==> src/rtl/fpu_rescol_pkg.sv <==
// Shared types for the FPU result collector: collector FSM states and the reassembled FIFO entry.
package fpu_rescol_pkg;

  localparam int unsigned HALF_W = 16;
  localparam int unsigned EXC_W  = 3;

  typedef enum logic {
    COL_HI = 1'b0,
    COL_LO = 1'b1
  } col_state_t;

  typedef struct packed {
    logic [2*HALF_W-1:0] data;
    logic [EXC_W-1:0]    exc;
  } fpu_res_t;

endpackage

==> src/rtl/fpu_result_collector_if.sv <==
// Bundle of FPU-side, consumer-side and status signals for fpu_result_collector.
// Statistics signals exist only when FPU_RESCOL_STATS_EN is defined.
interface fpu_result_collector_if #(
  parameter int unsigned FIFO_DEPTH = 4,
  parameter int unsigned CNT_W      = 16
);
  localparam int unsigned LvlW = $clog2(FIFO_DEPTH) + 1;

  logic [15:0]     FPU_DOUT;
  logic            FPU_DOV;
  logic [2:0]      FPU_EXC;
  logic            FPU_DOA;
  logic [31:0]     RES_DATA;
  logic [2:0]      RES_EXC;
  logic            RES_VALID;
  logic            RES_READY;
  logic [LvlW-1:0] FIFO_LEVEL;
  logic            PROTO_ERR;
`ifdef FPU_RESCOL_STATS_EN
  logic [CNT_W-1:0] RES_CNT;
  logic [CNT_W-1:0] EXC_CNT;

  modport slave (
    input  FPU_DOUT, FPU_DOV, FPU_EXC, RES_READY,
    output FPU_DOA, RES_DATA, RES_EXC, RES_VALID, FIFO_LEVEL, PROTO_ERR, RES_CNT, EXC_CNT
  );
  modport master (
    output FPU_DOUT, FPU_DOV, FPU_EXC, RES_READY,
    input  FPU_DOA, RES_DATA, RES_EXC, RES_VALID, FIFO_LEVEL, PROTO_ERR, RES_CNT, EXC_CNT
  );
`else
  modport slave (
    input  FPU_DOUT, FPU_DOV, FPU_EXC, RES_READY,
    output FPU_DOA, RES_DATA, RES_EXC, RES_VALID, FIFO_LEVEL, PROTO_ERR
  );
  modport master (
    output FPU_DOUT, FPU_DOV, FPU_EXC, RES_READY,
    input  FPU_DOA, RES_DATA, RES_EXC, RES_VALID, FIFO_LEVEL, PROTO_ERR
  );
`endif

endinterface

==> src/rtl/fpu_res_fifo.sv <==
// Power-of-two depth FIFO of reassembled FPU results; synchronous active-low reset,
// no bypass, push when full and pop when empty are ignored.
module fpu_res_fifo
  import fpu_rescol_pkg::*;
#(
  parameter int unsigned DEPTH = 4
) (
  input  logic                     clk_i,
  input  logic                     rst_ni,
  input  logic                     push_i,
  input  fpu_res_t                 data_i,
  input  logic                     pop_i,
  output fpu_res_t                 data_o,
  output logic                     full_o,
  output logic                     empty_o,
  output logic [$clog2(DEPTH):0]   level_o
);

  localparam int unsigned AW = $clog2(DEPTH);

  fpu_res_t        mem_q [DEPTH];
  logic [AW-1:0]   wptr_q, wptr_d;
  logic [AW-1:0]   rptr_q, rptr_d;
  logic [AW:0]     level_q, level_d;
  logic            push_en, pop_en;

  assign full_o  = (level_q == (AW+1)'(DEPTH));
  assign empty_o = (level_q == '0);
  assign push_en = push_i & ~full_o;
  assign pop_en  = pop_i & ~empty_o;

  always_comb begin
    wptr_d  = wptr_q;
    rptr_d  = rptr_q;
    level_d = level_q;
    // Pointers wrap naturally because DEPTH is a power of two.
    if (push_en) wptr_d = wptr_q + AW'(1);
    if (pop_en)  rptr_d = rptr_q + AW'(1);
    unique case ({push_en, pop_en})
      2'b10:   level_d = level_q + (AW+1)'(1);
      2'b01:   level_d = level_q - (AW+1)'(1);
      default: level_d = level_q;
    endcase
  end

  always_ff @(posedge clk_i) begin
    if (!rst_ni) begin
      wptr_q  <= '0;
      rptr_q  <= '0;
      level_q <= '0;
    end else begin
      wptr_q  <= wptr_d;
      rptr_q  <= rptr_d;
      level_q <= level_d;
    end
  end

  always_ff @(posedge clk_i) begin
    if (push_en) mem_q[wptr_q] <= data_i;
  end

  assign data_o  = mem_q[rptr_q];
  assign level_o = level_q;

endmodule

==> src/rtl/fpu_result_collector.sv <==
// Reassembles the FPU's split upper/lower result stream into 32-bit results and queues them.
// Define FPU_RESCOL_STATS_EN to add saturating push / exception-push counters.
module fpu_result_collector
  import fpu_rescol_pkg::*;
#(
  parameter int unsigned FIFO_DEPTH = 4,
  parameter int unsigned CNT_W      = 16
) (
  input  logic                   CLK,
  input  logic                   RSTn,
  fpu_result_collector_if.slave  bus
);

  col_state_t        state_q, state_d;
  logic [HALF_W-1:0] hi_q, hi_d;
  logic [EXC_W-1:0]  exc_q, exc_d;
  logic              proto_err_q, proto_err_d;
  logic              push, pop, full, empty, doa;
  fpu_res_t          push_data, head;

  // DOA depends only on registered state and level so the FPU never sees a path from RES_READY.
  assign doa = (state_q == COL_LO) & ~full;

  always_comb begin
    state_d     = state_q;
    hi_d        = hi_q;
    exc_d       = exc_q;
    proto_err_d = proto_err_q;
    push        = 1'b0;
    unique case (state_q)
      COL_HI: begin
        if (bus.FPU_DOV) begin
          hi_d    = bus.FPU_DOUT;
          exc_d   = bus.FPU_EXC;
          state_d = COL_LO;
        end
      end
      COL_LO: begin
        if (!bus.FPU_DOV) begin
          proto_err_d = 1'b1;
          state_d     = COL_HI;
        end else begin
          if (bus.FPU_EXC != exc_q) proto_err_d = 1'b1;
          if (doa) begin
            push    = 1'b1;
            state_d = COL_HI;
          end
        end
      end
      default: state_d = COL_HI;
    endcase
  end

  always_ff @(posedge CLK) begin
    if (!RSTn) begin
      state_q     <= COL_HI;
      hi_q        <= '0;
      exc_q       <= '0;
      proto_err_q <= 1'b0;
    end else begin
      state_q     <= state_d;
      hi_q        <= hi_d;
      exc_q       <= exc_d;
      proto_err_q <= proto_err_d;
    end
  end

  assign push_data.data = {hi_q, bus.FPU_DOUT};
  assign push_data.exc  = exc_q;
  assign pop            = bus.RES_READY & ~empty;

  fpu_res_fifo #(
    .DEPTH (FIFO_DEPTH)
  ) u_fifo (
    .clk_i   (CLK),
    .rst_ni  (RSTn),
    .push_i  (push),
    .data_i  (push_data),
    .pop_i   (pop),
    .data_o  (head),
    .full_o  (full),
    .empty_o (empty),
    .level_o (bus.FIFO_LEVEL)
  );

  assign bus.FPU_DOA   = doa;
  assign bus.RES_DATA  = head.data;
  assign bus.RES_EXC   = head.exc;
  assign bus.RES_VALID = ~empty;
  assign bus.PROTO_ERR = proto_err_q;

`ifdef FPU_RESCOL_STATS_EN
  logic [CNT_W-1:0] res_cnt_q, res_cnt_d;
  logic [CNT_W-1:0] exc_cnt_q, exc_cnt_d;

  always_comb begin
    res_cnt_d = res_cnt_q;
    exc_cnt_d = exc_cnt_q;
    if (push && !(&res_cnt_q)) res_cnt_d = res_cnt_q + CNT_W'(1);
    if (push && (exc_q != '0) && !(&exc_cnt_q)) exc_cnt_d = exc_cnt_q + CNT_W'(1);
  end

  always_ff @(posedge CLK) begin
    if (!RSTn) begin
      res_cnt_q <= '0;
      exc_cnt_q <= '0;
    end else begin
      res_cnt_q <= res_cnt_d;
      exc_cnt_q <= exc_cnt_d;
    end
  end

  assign bus.RES_CNT = res_cnt_q;
  assign bus.EXC_CNT = exc_cnt_q;
`else
  logic [CNT_W-1:0] unused_cnt_w;
  assign unused_cnt_w = '0;
`endif

endmodule
==> src/flat_wrapper.sv <==
// flat-port wrapper written by rule: the top's interface ports become plain ports
module fpu_result_collector_flat import fpu_rescol_pkg::*;
#(
  parameter int unsigned FIFO_DEPTH = 4,
  parameter int unsigned CNT_W      = 16
)
  (CLK, RSTn, bus_FPU_DOUT, bus_FPU_DOV, bus_FPU_EXC, bus_RES_READY, bus_FPU_DOA, bus_RES_DATA, bus_RES_EXC, bus_RES_VALID, bus_FIFO_LEVEL, bus_PROTO_ERR);
  fpu_result_collector_if #(.FIFO_DEPTH(FIFO_DEPTH), .CNT_W(CNT_W)) bus_i ();
  input  logic CLK;
  input  logic RSTn;
  input wire logic [$bits(bus_i.FPU_DOUT)-1:0] bus_FPU_DOUT;
  input wire logic [$bits(bus_i.FPU_DOV)-1:0] bus_FPU_DOV;
  input wire logic [$bits(bus_i.FPU_EXC)-1:0] bus_FPU_EXC;
  input wire logic [$bits(bus_i.RES_READY)-1:0] bus_RES_READY;
  output wire logic [$bits(bus_i.FPU_DOA)-1:0] bus_FPU_DOA;
  output wire logic [$bits(bus_i.RES_DATA)-1:0] bus_RES_DATA;
  output wire logic [$bits(bus_i.RES_EXC)-1:0] bus_RES_EXC;
  output wire logic [$bits(bus_i.RES_VALID)-1:0] bus_RES_VALID;
  output wire logic [$bits(bus_i.FIFO_LEVEL)-1:0] bus_FIFO_LEVEL;
  output wire logic [$bits(bus_i.PROTO_ERR)-1:0] bus_PROTO_ERR;
  assign bus_i.FPU_DOUT = bus_FPU_DOUT;
  assign bus_i.FPU_DOV = bus_FPU_DOV;
  assign bus_i.FPU_EXC = bus_FPU_EXC;
  assign bus_i.RES_READY = bus_RES_READY;
  assign bus_FPU_DOA = bus_i.FPU_DOA;
  assign bus_RES_DATA = bus_i.RES_DATA;
  assign bus_RES_EXC = bus_i.RES_EXC;
  assign bus_RES_VALID = bus_i.RES_VALID;
  assign bus_FIFO_LEVEL = bus_i.FIFO_LEVEL;
  assign bus_PROTO_ERR = bus_i.PROTO_ERR;
  fpu_result_collector #(.FIFO_DEPTH(FIFO_DEPTH), .CNT_W(CNT_W)) u_core (.CLK(CLK), .RSTn(RSTn), .bus(bus_i));
endmodule
==> config.mk <==
export PLATFORM = sky130hd
export DESIGN_NAME = fpu_result_collector_flat
export DESIGN_NICKNAME = d
export VERILOG_FILES = /design/src/rtl/fpu_rescol_pkg.sv /design/src/rtl/fpu_result_collector_if.sv /design/src/rtl/fpu_res_fifo.sv /design/src/rtl/fpu_result_collector.sv /design/src/flat_wrapper.sv
export SDC_FILE = /design/constraint.sdc
export NUM_CORES = 1
export LEC_CHECK = 0
export BUFFER_PORTS_ARGS = -buffer_cell sky130_fd_sc_hd__buf_4
export CAP_MARGIN = 20
export CORE_MARGIN = 2
export CORE_UTILIZATION = 45
export DETAILED_ROUTE_END_ITERATION = 6
export PLACE_DENSITY = 0.66
export SETUP_SLACK_MARGIN = 0.3
export SLEW_MARGIN = 15
export SYNTH_ARGS = -nofsm -noshare
export SYNTH_HDL_FRONTEND = slang
export SYNTH_SLANG_ARGS = --single-unit
==> constraint.sdc <==
create_clock -name CLK -period 2.5 [get_ports CLK]
set_input_delay 0.5 -clock CLK [delete_from_list [all_inputs] [get_ports CLK]]
set_output_delay 0.5 -clock CLK [all_outputs]
set_load 0.005 [all_outputs]
# Yosys cells after proc, flatten, opt, wreduce, memory -nomap -nowiden
# Memories as Yosys holds them, arrays and structs flattened. A register that Yosys moved wholly into a read port is not among the register bits.
# Cells that the tools add are included.
[op_classes]
addsub = 4
n_eq_ne = 5
mux = 14
n_bitwise = 7
n_reduce_logical = 4
[op_table]
columns = ["operator", "n"]
rows = [
  ["$mux 1", 10],
  ["$pmux 3 s2", 1],
  ["$add 2x1->2 const B", 2],
  ["$and 1x1->1", 4],
  ["$mux 2", 2],
  ["$reduce_and 2->1", 2],
  ["$add 3x1->3 const B", 1],
  ["$eq 3x3->1 const B", 1],
  ["$logic_not 3->1", 1],
  ["$ne 3x3->1", 1],
  ["$not 1->1", 3],
  ["$sub 3x1->3 const B", 1],
  ["$eq 2x1->1 const B", 1],
  ["$eq 2x2->1 const B", 1],
  ["$ne 2x1->1 const B", 1],
  ["$pmux 1 s2", 1],
  ["$reduce_bool 2->1", 1],
]
[word_totals]
regBits = 28
ram_bits = 140
in_bits = 23
elab_cells = 42
mem_count = 1
[memory_table]
columns = ["name", "depth", "word_bits", "read_ports", "rd_ports_with_merged_regs", "wr", "line_no", "source"]
rows = [
  ["u_core.u_fifo.mem_q", 4, 35, 1, 1, 1, "fpu_res_fifo.sv:21", "fpu_res_t mem_q [DEPTH];"],
]

# Depth between registers and ports, before layout
# Gate-level depths: netlist (run 1).
[logic_depth]
depth_word = 9
depth_mapped = 9
ltp_nobuf = 9

# Cells and area by module
# Synthesis (run 1) repeated with hierarchy kept, for this count alone.
[hier_totals]
cells_unflattened = 335
hier_area_um2 = 6453.7
[by_module_without_submodules]
columns = ["module", "n_inst", "cells_each", "area_each_um2"]
rows = [
  ["fpu_res_fifo", 1, 237, 5577.8],
  ["fpu_result_collector", 1, 98, 875.8],
]

# Worst setup path after synthesis (run 1)
# No wires, ideal clock.
[synth_path]
path_type = "register to register"
from = "reg u_core.u_fifo.level_q[0] (netlist: u_core.u_fifo.level_o[0])"
to = "mem u_core.u_fifo.mem_q[2][10] (netlist name), enable pin"
arrival_time_ps = 1702
t_required_ps = 2105
path_slack_ps = 402
stages_incl_launch_ff = 4
path_cell_list = "dfxtp_1 nor2_1 a21oi_2 and2_1"
[synth_between]
elab_chain_cells = 9
[synth_rtl]
columns = ["element", "line_no", "source"]
rows = [
  ["start: declaration", "fpu_res_fifo.sv:24", "logic [AW:0] level_q, level_d;"],
  ["start signal: assignment", "fpu_res_fifo.sv:54", "level_q <= level_d;"],
  ["$eq 3x3->1 (*)", "fpu_res_fifo.sv:27", "assign full_o = (level_q == (AW+1)'(DEPTH));"],
  ["$not 1->1 (*)", "fpu_res_fifo.sv:29, fpu_result_collector.sv:22", ""],
  ["$and 1x1->1", "fpu_result_collector.sv:22", "assign doa = (state_q == COL_LO) & ~full;"],
  ["$mux 1", "fpu_result_collector.sv:44", "if (doa) begin"],
  ["$mux 1", "fpu_result_collector.sv:39", "if (!bus.FPU_DOV) begin"],
  ["$mux 1", "fpu_result_collector.sv:30", "unique case (state_q)"],
  ["$and 1x1->1 (*)", "fpu_res_fifo.sv:29", "assign push_en = push_i & ~full_o;"],
  ["$mux 1 (*)", "fpu_res_fifo.sv:59", "if (push_en) mem_q[wptr_q] <= data_i;"],
  ["$mux 1 (not written as such) (*)", "fpu_res_fifo.sv:59", ""],
  ["end: declaration", "fpu_res_fifo.sv:21", ""],
]
# Every way passes the cells marked *; elsewhere a longest branch is shown, timed or not.

==> summary.md, run 1 <==
| Metric | Value |
|---|---|
| Multi-input logic area | 0.00144 mm^2 |
| Reg-to-Reg End | u_core.u_fifo.level_o[2]$_SDFFE_PN0P_ |
| Register area share after synthesis | 75.0% |
| Iter 0 DRT Violations | 187 |
| Max Cap Viol | 0 |
| Synthesized flop and latch total | 170 |
| Share of cells above drive strength 1 | 36.1% |
| DIE AREA | 0.0152 mm^2 |
| CP Capture Point | bus_RES_DATA[19] |
| CTS Hold Bufs | 0 |
| Reg2reg start | u_core.u_fifo.level_o[1]$_SDFFE_PN0P_ |
| Antenna violations before repair | 0 |
| Met1 usage | 21.4% |
| Max VDD drop | 404 uV |
| Crit-path max FO | 4 |
| Fin Setup TNS | 0 ps |
| Nets@finish | 445 |
| Cell Rows | 43 |
| Vias in the first global route | 3272 |
| Slew margin rel. | 64.8% |
| Slew at the pin closest to its max-slew limit | 528 ps |
| CP top delay family | multiplexers |
| Area post-placement | 0.00713 mm^2 |
| CP required | 2000 ps |
| RSZ-0062 raised after global routing | yes |
| Clk sinks | 170 |
| Distinct cell type count after synthesis | 31 |
| Mux contribution to synthesized area | 12.9% |
| Net switching power | 0.00144 W |
| CTS buffer count | 17 |
| Core footprint | 0.0139 mm^2 |
| Flop pwr share | 47.6% |
| Final setup violation count | 0 |
| # diodes | 0 |
| CTS clk-pin slew, worst paths | 60 ps |
| Die H | 123 um |
| Comb pwr share | 16.0% |
| Initial core utilization | 46.2% |
| CP cell instances | buf_12, buf_16, mux4_2, buf_6 |
| Syn avg cell area | 19.4 um^2 |
| Clock power share | 36.4% |
| Gr busiest metal | met2 |
| Hold Path Class | in -> reg |
| First-pass GRT wire length | 18200 um |
| Synthesized Nets | 359 |
| Mapped Area | 0.00641 mm^2 |
| Reg2Reg Depth | 9 |
| CTS tree | built |
| Via Count | 3169 |
| Filler instances | 1033 |
| Pins over their slew limit | 0 |
| Simple-Gate Fraction of Synth Area | 4.16% |
| Post-synthesis xor/xnor area fraction | 0.956% |
| Arr. time, crit path | 1740 ps |
| Die width | 123 um |
| P&R area growth vs syn | 24.9% |
| Pre-Repair DR Iteration Count | 4 |
| Clk root buf | clkbuf_16 |
| Met2 GRT Util | 27.5% |
| Htree depth | 4 |
| Crit Path Category | reg -> out |
| Tmin final | 2240 ps |
| Residual DRC | 0 |
| Flop-to-flop setup slack | 450 ps |
| Pleak | 2.72 nW |
| Synth Instances | 330 |
| GRT Total Usage | 16.8% |
| Adder-Cell Fraction of Synth Area | 1.29% |
| WL/cell | 19.6 um |
| Result of the run | finished, final reports clean |
| Final ANT Viol Nets | 0 |
| Power per cell area | 839 mW/mm^2 |
| Crit end category | output port |
| RD Place Congestion | 0.695 |
| Final Skew | 7.02 ps |
| Tcrit/Tclk final | 89.7% |
| Wirelength, routed | 11900 um |
| Highest clock rate | 0.446 GHz |
| Final HPWL DP | 6450 um |
| Register Area | 0.00481 mm^2 |
| Largest net degree at the start of global routing | 36 |
| Met3 Use GR | 5.49% |
| Final hold viol count | 0 |
| Clock latency on the worst-skew pair | 410 ps |
| Compound-cell area share of the yosys netlist | 3.32% |
| Cell Int Power | 0.00528 W |
| Sw Ratio | 21.5% |
| Main combinational cell family by area after synthesis | multiplexers |
| WP depth | 4 |
| CP max stage cell | mux4_2 |
| CTS Buffer Depth | 2 |
| Overflow after GRT | 0 |
| Synth warn | 0 |
| Crit path buffers/inverters | 3 |
| Cell area after layout | 0.00800 mm^2 |
| Critical Path Source Type | flop |
| PortBufs | 63 |
| Vias per inst | 5.20 |
| Ports | 64 |
| CP peak stage delay | 530 ps |
==> routing by layer <==
layer	up-vias	wire length, um	share of wire [%]
met3	7	814	6.8
met2	105	6080	51
li1	1451	-	-
met5	-	0	0
met4	0	115	0.96
met1	1606	4940	41
==> power groups by stage <==
stage / registers [W] / clock network (W) / logic, W
after floorplan: 0.00323 / 0 / 0.000505
after global placement: 0.00324 / 0 / 0.000775
after detailed placement: 0.00325 / 0 / 0.000783
after CTS: 0.00320 / 0.00249 / 0.00105
after global routing: 0.00321 / 0.00259 / 0.00116
final: 0.00320 / 0.00244 / 0.00107
==> state kept, by name (all words and copies together) (netlist names), named ones only <==
register,flops
u_core.u_fifo.level_o,3
u_core.u_fifo.rptr_q,2
u_core.hi_q,16
u_core.u_fifo.wptr_q,2
u_core.bus.PROTO_ERR,1
u_core.state_q,1
u_core.exc_q,3
u_core.u_fifo.mem_q,140
==> layout make-up <==
cell class | count | area share (%)
Sequential cell | 170 | 60.1
Multi-Input combinational cell | 139 | 18.0
Timing Repair Buffer | 82 | 11.8
Clock buffer | 25 | 6.19
Tap cell | 180 | 2.81
Clock inverter | 7 | 0.829
Inverter | 6 | 0.281
==> timing repair <==
item                                    in CTS  in global routing
resized for setup                           34                  9
endpoints found under the hold margin        0                  0
gates cloned                                 5                  1
setup buffers                                3                  0
endpoints found under the setup margin      35                 36
==> stage by stage <==
step	worst slack [ps]	util [%]	hold WS, ps	instances	power, W
floorplan	402	-	460	330	0.00373
finish	259	57.7	298	609	0.00672
global route	204	57.7	289	609	0.00696
detailed placement	302	51.4	490	568	0.00403
global placement	390	51.4	469	568	0.00402
CTS	235	57.3	285	608	0.00674
==> logic make-up after synthesis <==
| logic type | after synthesis |
|---|---|
| xor+xnor | 7 |
| mux | 37 |
| compound gates | 28 |
| fa+ha+maj | 6 |
| simple gates | 61 |
| flops | 170 |
| buf+inv | 21 |
==> synthesized netlist by cell type (all sizes together) <==
library cell | number | area share (%)
a21boi | 21 | 2.5
a21oi | 1 | 0.14
a31oi | 1 | 0.098
and2 | 7 | 0.68
and2b | 1 | 0.12
buf | 11 | 1.8
clkbuf | 4 | 0.25
dfxtp | 30 | 9.4
edfxtp | 140 | 66
fa | 1 | 0.31
ha | 5 | 0.98
inv | 6 | 0.35
mux2i | 2 | 0.31
mux4 | 35 | 13
nand2 | 45 | 2.6
nand2b | 1 | 0.098
nor2 | 2 | 0.12
nor2b | 2 | 0.20
nor3b | 1 | 0.12
o21ai | 3 | 0.23
o311ai | 1 | 0.25
o31a | 1 | 0.14
or3 | 2 | 0.20
xnor2 | 5 | 0.68
xor2 | 2 | 0.27
==> layout by cell type (no fill, tap or decap), drive strengths merged, types with 2 or more instances in the layout <==
cell	instances
xor2	2
or3	2
clkinv	3
buf	81
dfxtp	30
clkinvlp	2
ha	5
clkbuf	26
a21boi	21
mux2i	2
nor2	2
mux4	35
and2	7
xnor2	5
nand2	45
edfxtp	140
o21ai	3
inv	7
nor2b	2
==> worst register-to-register path: stages (launching register included) <==
cell      delay (ps)
dfxtp_1          380
nor2_2           130
a21oi_2          120
inv_1             80
ha_1             180
inv_1             60
fa_1             370
xor2_1           160
or3_1            320
a21boi_0         170
==> how the worst min path moves through the flow <==
stage / from / to / slack (ps) / depth (start not counted)
floorplan: u_core.hi_q[0]$_SDFFE_PN0P_ / u_core.u_fifo.mem_q[0][19]$_DFFE_PP_ / 460 / 0
global placement: u_core.hi_q[15]$_SDFFE_PN0P_ / u_core.u_fifo.mem_q[0][34]$_DFFE_PP_ / 470 / 0
detailed placement: u_core.hi_q[3]$_SDFFE_PN0P_ / u_core.u_fifo.mem_q[3][22]$_DFFE_PP_ / 490 / 0
finish: bus_FPU_DOUT[13] / u_core.u_fifo.mem_q[1][16]$_DFFE_PP_ / 300 / 1
global route: bus_FPU_DOUT[8] / u_core.u_fifo.mem_q[2][11]$_DFFE_PP_ / 290 / 1
CTS: bus_FPU_DOUT[13] / u_core.u_fifo.mem_q[1][16]$_DFFE_PP_ / 290 / 1
Power figures use the tool's default switching activity.
==> run 2, diff against run 1 <==
--- a/config.mk
+++ b/config.mk
@@ -6,9 +6,9 @@
 export NUM_CORES = 1
 export LEC_CHECK = 0
 export BUFFER_PORTS_ARGS = -buffer_cell sky130_fd_sc_hd__buf_4
-export CAP_MARGIN = 20
 export CORE_MARGIN = 2
 export CORE_UTILIZATION = 45
+export CTS_CLUSTER_DIAMETER = 30
 export DETAILED_ROUTE_END_ITERATION = 6
 export PLACE_DENSITY = 0.66
 export SETUP_SLACK_MARGIN = 0.3
==> constraint.sdc (replaced) <==
create_clock -name CLK -period 2.22 [get_ports CLK]
set_input_delay 0.444 -clock CLK [delete_from_list [all_inputs] [get_ports CLK]]
set_output_delay 0.444 -clock CLK [all_outputs]
set_load 0.005 [all_outputs]
==> summary.md, run 2 (synthesis results as in run 1) <==
| Metric | Value |
|---|---|
| Result of the run | finished, final reports clean |
| Met2 GRT Util | 26.8% (-0.69 points) |
| Vias per inst | 5.18 (-0.54%) |
| Power per cell area | 961 mW/mm^2 (+15%) |
| Met3 Use GR | 5.58% (+0.092 points) |
| Die width | 123 um (unchanged) |
| Core footprint | 0.0139 mm^2 (unchanged) |
| Hold Path Class | in -> reg |
| Crit Path Category | reg -> out |
| CP max stage cell | mux4_2 |
| Crit-path max FO | 17 (+13) |
| Flop-to-flop setup slack | 420 ps (-30 ps) |
| Slew margin rel. | 75.6% (+11 points) |
| CP required | 1780 ps (-220 ps) |
| Crit path buffers/inverters | 2 (-1) |
| Clk sinks | 170 (unchanged) |
| Overflow after GRT | 0 (unchanged) |
| Max Cap Viol | 0 (unchanged) |
| Largest register by flop count | u_core.u_fifo.mem_q |
| # diodes | 0 (unchanged) |
| Clk root buf | clkbuf_16 |
| Crit end category | output port |
| Via Count | 3157 (-0.38%) |
| Final ANT Viol Nets | 0 (unchanged) |
| CTS tree | built |
| Tcrit/Tclk final | 98.1% |
| Nets@finish | 446 (+0.22%) |
| RD Place Congestion | 0.735 (+5.8%) |
| Final HPWL DP | 6770 um (+5.0%) |
| Met1 usage | 21.2% (-0.22 points) |
| Residual DRC | 0 (unchanged) |
| Cell Rows | 43 (unchanged) |
| Pre-Repair DR Iteration Count | 4 (unchanged) |
| CP peak stage delay | 540 ps (about the same) |
| DIE AREA | 0.0152 mm^2 (unchanged) |
| Iter 0 DRT Violations | 215 (+15%) |
| Initial core utilization | 46.2% (unchanged) |
| CP top delay family | multiplexers |
| Die H | 123 um (unchanged) |
| Ports | 64 (unchanged) |
| Final Skew | 6.28 ps (-0.734 ps) |
| Max reg flops | 140 (unchanged) |
| CP cell instances | buf_16, mux4_2, buf_6 |
| P&R area growth vs syn | 25.3% |
| Setup WS post-layout | 41.4 ps (-217 ps) |
| Highest clock rate | 0.459 GHz |
| CTS Hold Bufs | 0 (unchanged) |
| First-pass GRT wire length | 18100 um (-0.11%) |
| Most common cell after layout, fill and taps aside | edfxtp_1 |
| Share of cells above drive strength 1 | 38.1% (+2.0 points) |
| PortBufs | 63 (unchanged) |
| Vias in the first global route | 3254 (-0.55%) |
| GRT Total Usage | 16.6% (-0.15 points) |
| Cell Count, Final, Fillers Out | 610 (+0.16%) |
| Final Power | 0.00772 W (+15%) |
| Clock latency on the worst-skew pair | 430 ps (+20 ps) |
| Largest net degree at the start of global routing | 36 (unchanged) |
| WL/cell | 18.9 um (-3.8%) |
| Final setup violation count | 0 (unchanged) |
| Fin Setup TNS | 0 ps (unchanged) |
| Max VDD drop | 389 uV (-3.7%) |
| Wirelength, routed | 11500 um (-3.7%) |
| RSZ-0062 raised after global routing | yes |
| CTS Buffer Depth | 2 (unchanged) |
| Critical Path Source Type | flop |
| CTS buffer count | 17 (unchanged) |
| Pleak | 2.74 nW (+0.88%) |
| Top flop regs | u_core.u_fifo.mem_q (140), u_core.hi_q (16) |
| Slew at the pin closest to its max-slew limit | 366 ps (-162 ps) |
| Pins over their slew limit | 0 (unchanged) |
| Gr busiest metal | met2 |
| CTS clk-pin slew, worst paths | 60 ps (about the same) |
| Inst Count DP | 571 (+0.53%) |
| Final core area utilization | 57.9% (+0.22 points) |
| Pre-CTS setup slack | 102 ps (-201 ps) |
| Arr. time, crit path | 1730 ps (about the same) |
| Htree depth | 4 (unchanged) |
| Antenna violations before repair | 0 (unchanged) |
| Commonest cells after routing, fill and taps aside | edfxtp_1, nand2_1, buf_4 |
| Final hold viol count | 0 (unchanged) |
| Tmin final | 2180 ps |
run 2: cell types whose count changed in the layout (fill, tap and decap cells not counted), sizes merged:
cell,previous run,this run
clkbuf,26,19
clkinv,3,9
bufinv,1,4
buf,81,83
clkinvlp,2,0
inv,7,6
run 2: area by class of cell:
cell class,instances,area [um^2]
Sequential cell,170,4820
Clock inverter,13,175
Inverter,6,22.5
Clock buffer,19,443
Tap cell,180,225
Fill cell,1061,5850
Timing Repair Buffer,83,873
Multi-Input combinational cell,139,1470
run 2: repair_timing:
action                                  4_1_cts  5_1_grt
cloned                                        2        0
endpoints found under the setup margin       37       37
pin swaps                                     2        3
buffers inserted                              3        2
gates resized for setup                      13       46
run 2: final timing paths:
| path | startpoint | end | cells after the start |
|---|---|---|---|
| setup / recovery | flop | bus_RES_DATA[5] | 3 |
| hold / removal | bus_FPU_DOUT[8] | u_core.u_fifo.mem_q[0][11]$_DFFE_PP_ | 1 |
| setup reg to reg | u_core.u_fifo.level_o[0]$_SDFFE_PN0P_ | u_core.u_fifo.level_o[2]$_SDFFE_PN0P_ | 7 |
| hold reg to reg | u_core.u_fifo.wptr_q[1]$_SDFFE_PN0P_ | u_core.u_fifo.wptr_q[1]$_SDFFE_PN0P_ | 2 |
run 2: worst reg2reg max path: stages, from the launching register on:
cell and delay (ps):
dfxtp_4 390, o31a_1 230, ha_4 160, inv_1 50, fa_2 330, xor2_1 150
or3_1 310, a21boi_1 130
run 2: per-stage QoR:
stage	hold WS (ps)	cell area, um^2
2_1_floorplan	460	6420
3_3_place_gp	470	7160
3_5_place_dp	494	7160
4_1_cts	211	7880
5_1_grt	215	8030
6_report	229	8030
run 2: power by group:
group          total (W)  switching [W]  internal, W  leakage (nW)
combinational    0.00107       0.000408     0.000665         0.903
sequential       0.00361      0.0000807      0.00353          1.53
clock            0.00304        0.00114      0.00190         0.308
total            0.00772        0.00163      0.00610          2.74
run 2: metal layers:
layer | routed length [um] | share of wire (%)
met4 | 142 | 1.2
met1 | 5010 | 44
met3 | 528 | 4.6
met2 | 5820 | 51
met5 | 0 | 0
==> run 3, diff against run 2 <==
--- a/config.mk
+++ b/config.mk
@@ -6,11 +6,13 @@
 export NUM_CORES = 1
 export LEC_CHECK = 0
 export BUFFER_PORTS_ARGS = -buffer_cell sky130_fd_sc_hd__buf_4
+export CELL_PAD_IN_SITES_DETAIL_PLACEMENT = 0
+export CELL_PAD_IN_SITES_GLOBAL_PLACEMENT = 1
 export CORE_MARGIN = 2
 export CORE_UTILIZATION = 45
 export CTS_CLUSTER_DIAMETER = 30
 export DETAILED_ROUTE_END_ITERATION = 6
-export PLACE_DENSITY = 0.66
+export PLACE_DENSITY = 0.74
 export SETUP_SLACK_MARGIN = 0.3
 export SLEW_MARGIN = 15
 export SYNTH_ARGS = -nofsm -noshare
==> summary.md, run 3 (synthesis results as in run 1) <==
| Metric | Value |
|---|---|
| CTS tree | built |
| Share of cells above drive strength 1 | 39.2% (+1.0 points) |
| Flop-to-flop setup slack | 360 ps (-60 ps) |
| Reg2Reg Depth | 7 (unchanged) |
| Slew margin rel. | 77.9% (+2.3 points) |
| Residual DRC | 0 (unchanged) |
| Final hold viol count | 0 (unchanged) |
| Largest register by flop count | u_core.u_fifo.mem_q |
| Critical Path Source Type | flop |
| Core footprint | 0.0139 mm^2 (unchanged) |
| CTS clk-pin slew, worst paths | 60 ps (about the same) |
| Setup WS post-layout | 26.3 ps (-15.1 ps) |
| Pre-CTS setup slack | 70.5 ps (-31.0 ps) |
| Highest clock rate | 0.456 GHz (-0.69%) |
| Via Count | 3194 (+1.2%) |
| Max reg flops | 140 (unchanged) |
| Die width | 123 um (unchanged) |
| Clk sinks | 170 (unchanged) |
| Largest net degree at the start of global routing | 36 (unchanged) |
| CTS buffer count | 17 (unchanged) |
| Nets@finish | 450 (+0.90%) |
| P&R area growth vs syn | 26.4% |
| Final HPWL DP | 6250 um (-7.6%) |
| Result of the run | finished, final reports clean |
| Pleak | 2.76 nW (+0.47%) |
| CP required | 1780 ps (about the same) |
| RSZ-0062 raised after global routing | yes |
| Hold Path Class | in -> reg |
| Crit end category | output port |
| Iter 0 DRT Violations | 258 (+20%) |
| Pre-Repair DR Iteration Count | 4 (unchanged) |
| Cell Rows | 43 (unchanged) |
| Slew at the pin closest to its max-slew limit | 332 ps (-34.2 ps) |
| Final setup violation count | 0 (unchanged) |
| Hold Crit Start | bus_FPU_DOUT[13] |
| Arr. time, crit path | 1750 ps (+20 ps) |
| Die H | 123 um (unchanged) |
| Reg2reg start | u_core.u_fifo.level_o[2]$_SDFFE_PN0P_ |
| Final core area utilization | 58.4% (+0.50 points) |
| CP cell instances | buf_12, buf_16, mux4_2, buf_6 |
| Tcrit/Tclk final | 98.8% (+0.68 points) |
| Power per cell area | 947 mW/mm^2 (-1.5%) |
| Crit path buffers/inverters | 3 (+1) |
| Vias per inst | 5.20 (+0.51%) |
| Most common cell after layout, fill and taps aside | edfxtp_1 |
| GRT Total Usage | 16.6% (-0.027 points) |
| Antenna violations before repair | 0 (unchanged) |
| CP peak stage delay | 520 ps (-20 ps) |
| First-pass GRT wire length | 18000 um (-0.53%) |
| Crit-path max FO | 5 (-12) |
| Tmin final | 2190 ps (+15.1 ps) |
| Commonest cells after routing, fill and taps aside | edfxtp_1, nand2_1, buf_6 |
| DIE AREA | 0.0152 mm^2 (unchanged) |
| Vias in the first global route | 3259 (+0.15%) |
| CP max stage cell | mux4_2 |
| Clk root buf | clkbuf_16 |
| Initial core utilization | 46.2% (unchanged) |
| # diodes | 0 (unchanged) |
| Wirelength, routed | 11800 um (+2.2%) |
| Crit Path Category | reg -> out |
| Overflow after GRT | 0 (unchanged) |
| CTS Buffer Depth | 2 (unchanged) |
| Final Power | 0.00767 W (-0.68%) |
| PortBufs | 63 (unchanged) |
| Final Skew | 9.32 ps (+3.04 ps) |
| CP top delay family | multiplexers |
| WHS Path Cells | 1 (unchanged) |
| Worst Hold Path EP | u_core.u_fifo.mem_q[1][16]$_DFFE_PP_ |
| Reg-to-Reg End | u_core.u_fifo.level_o[2]$_SDFFE_PN0P_ |
| RD Place Congestion | 0.749 (+1.9%) |
| Max Cap Viol | 0 (unchanged) |
| Max VDD drop | 667 uV (+72%) |
| Top flop regs | u_core.u_fifo.mem_q (140), u_core.hi_q (16) |
| Clock latency on the worst-skew pair | 420 ps (about the same) |
| Final ANT Viol Nets | 0 (unchanged) |
| Htree depth | 4 (unchanged) |
| WL/cell | 19.2 um (+1.5%) |
| Ports | 64 (unchanged) |
| Pins over their slew limit | 0 (unchanged) |
-- run 3: through the flow --
stage	hold slack (ps)	instance area (um^2)	std cells	setup TNS, ps
2_1_floorplan	460	6420	330	0
3_3_place_gp	468	7130	567	0
3_5_place_dp	484	7130	567	0
4_1_cts	220	8070	612	0
5_1_grt	218	8100	614	-174
6_report	233	8100	614	0
-- run 3: how the worst max path moves through the flow --
stage	startpoint	to	slack [ps]	cells after the start
5_1_grt	flop	bus_RES_DATA[23]	-20	4
3_3_place_gp	bus_FPU_DOV	u_core.u_fifo.level_o[2]$_SDFFE_PN0P_	170	10
2_1_floorplan	u_core.u_fifo.level_o[0]$_SDFFE_PN0P_	u_core.u_fifo.level_o[2]$_SDFFE_PN0P_	310	9
4_1_cts	flop	bus_RES_DATA[8]	4	4
3_5_place_dp	bus_FPU_DOV	u_core.u_fifo.level_o[2]$_SDFFE_PN0P_	70	10
6_report	flop	bus_RES_DATA[5]	30	4
-- run 3: where the power goes --
part           internal [W]  leakage (nW)  switching [W]
sequential          0.00353          1.53      0.0000717
clock               0.00156         0.273        0.00123
combinational      0.000805         0.951       0.000469
total               0.00590          2.76        0.00178
-- run 3: repair_timing --
action	4_1_cts	5_1_grt
pin swaps	3	3
hold buffers	0	0
resized for setup	57	3
setup endpoints to repair	37	36
gates cloned	3	1
buffers inserted	10	1
-- run 3: final cells by class --
| class | instances | area (um^2) |
|---|---|---|
| clock buffer | 17 | 425 |
| tap | 180 | 225 |
| sequential | 170 | 4820 |
| timing repair buffer | 87 | 1010 |
| fill | 1033 | 5780 |
| clock inverter | 15 | 140 |
| multi-input combinational | 139 | 1460 |
| inverter | 6 | 22.5 |
-- run 3: metal layers --
layer / GRT usage [%] / part of all wire [%]
met1: 22.2 / 44
met2: 26.2 / 50
met3: 4.15 / 4.4
met4: 6.53 / 1.6
met5: 0 / 0
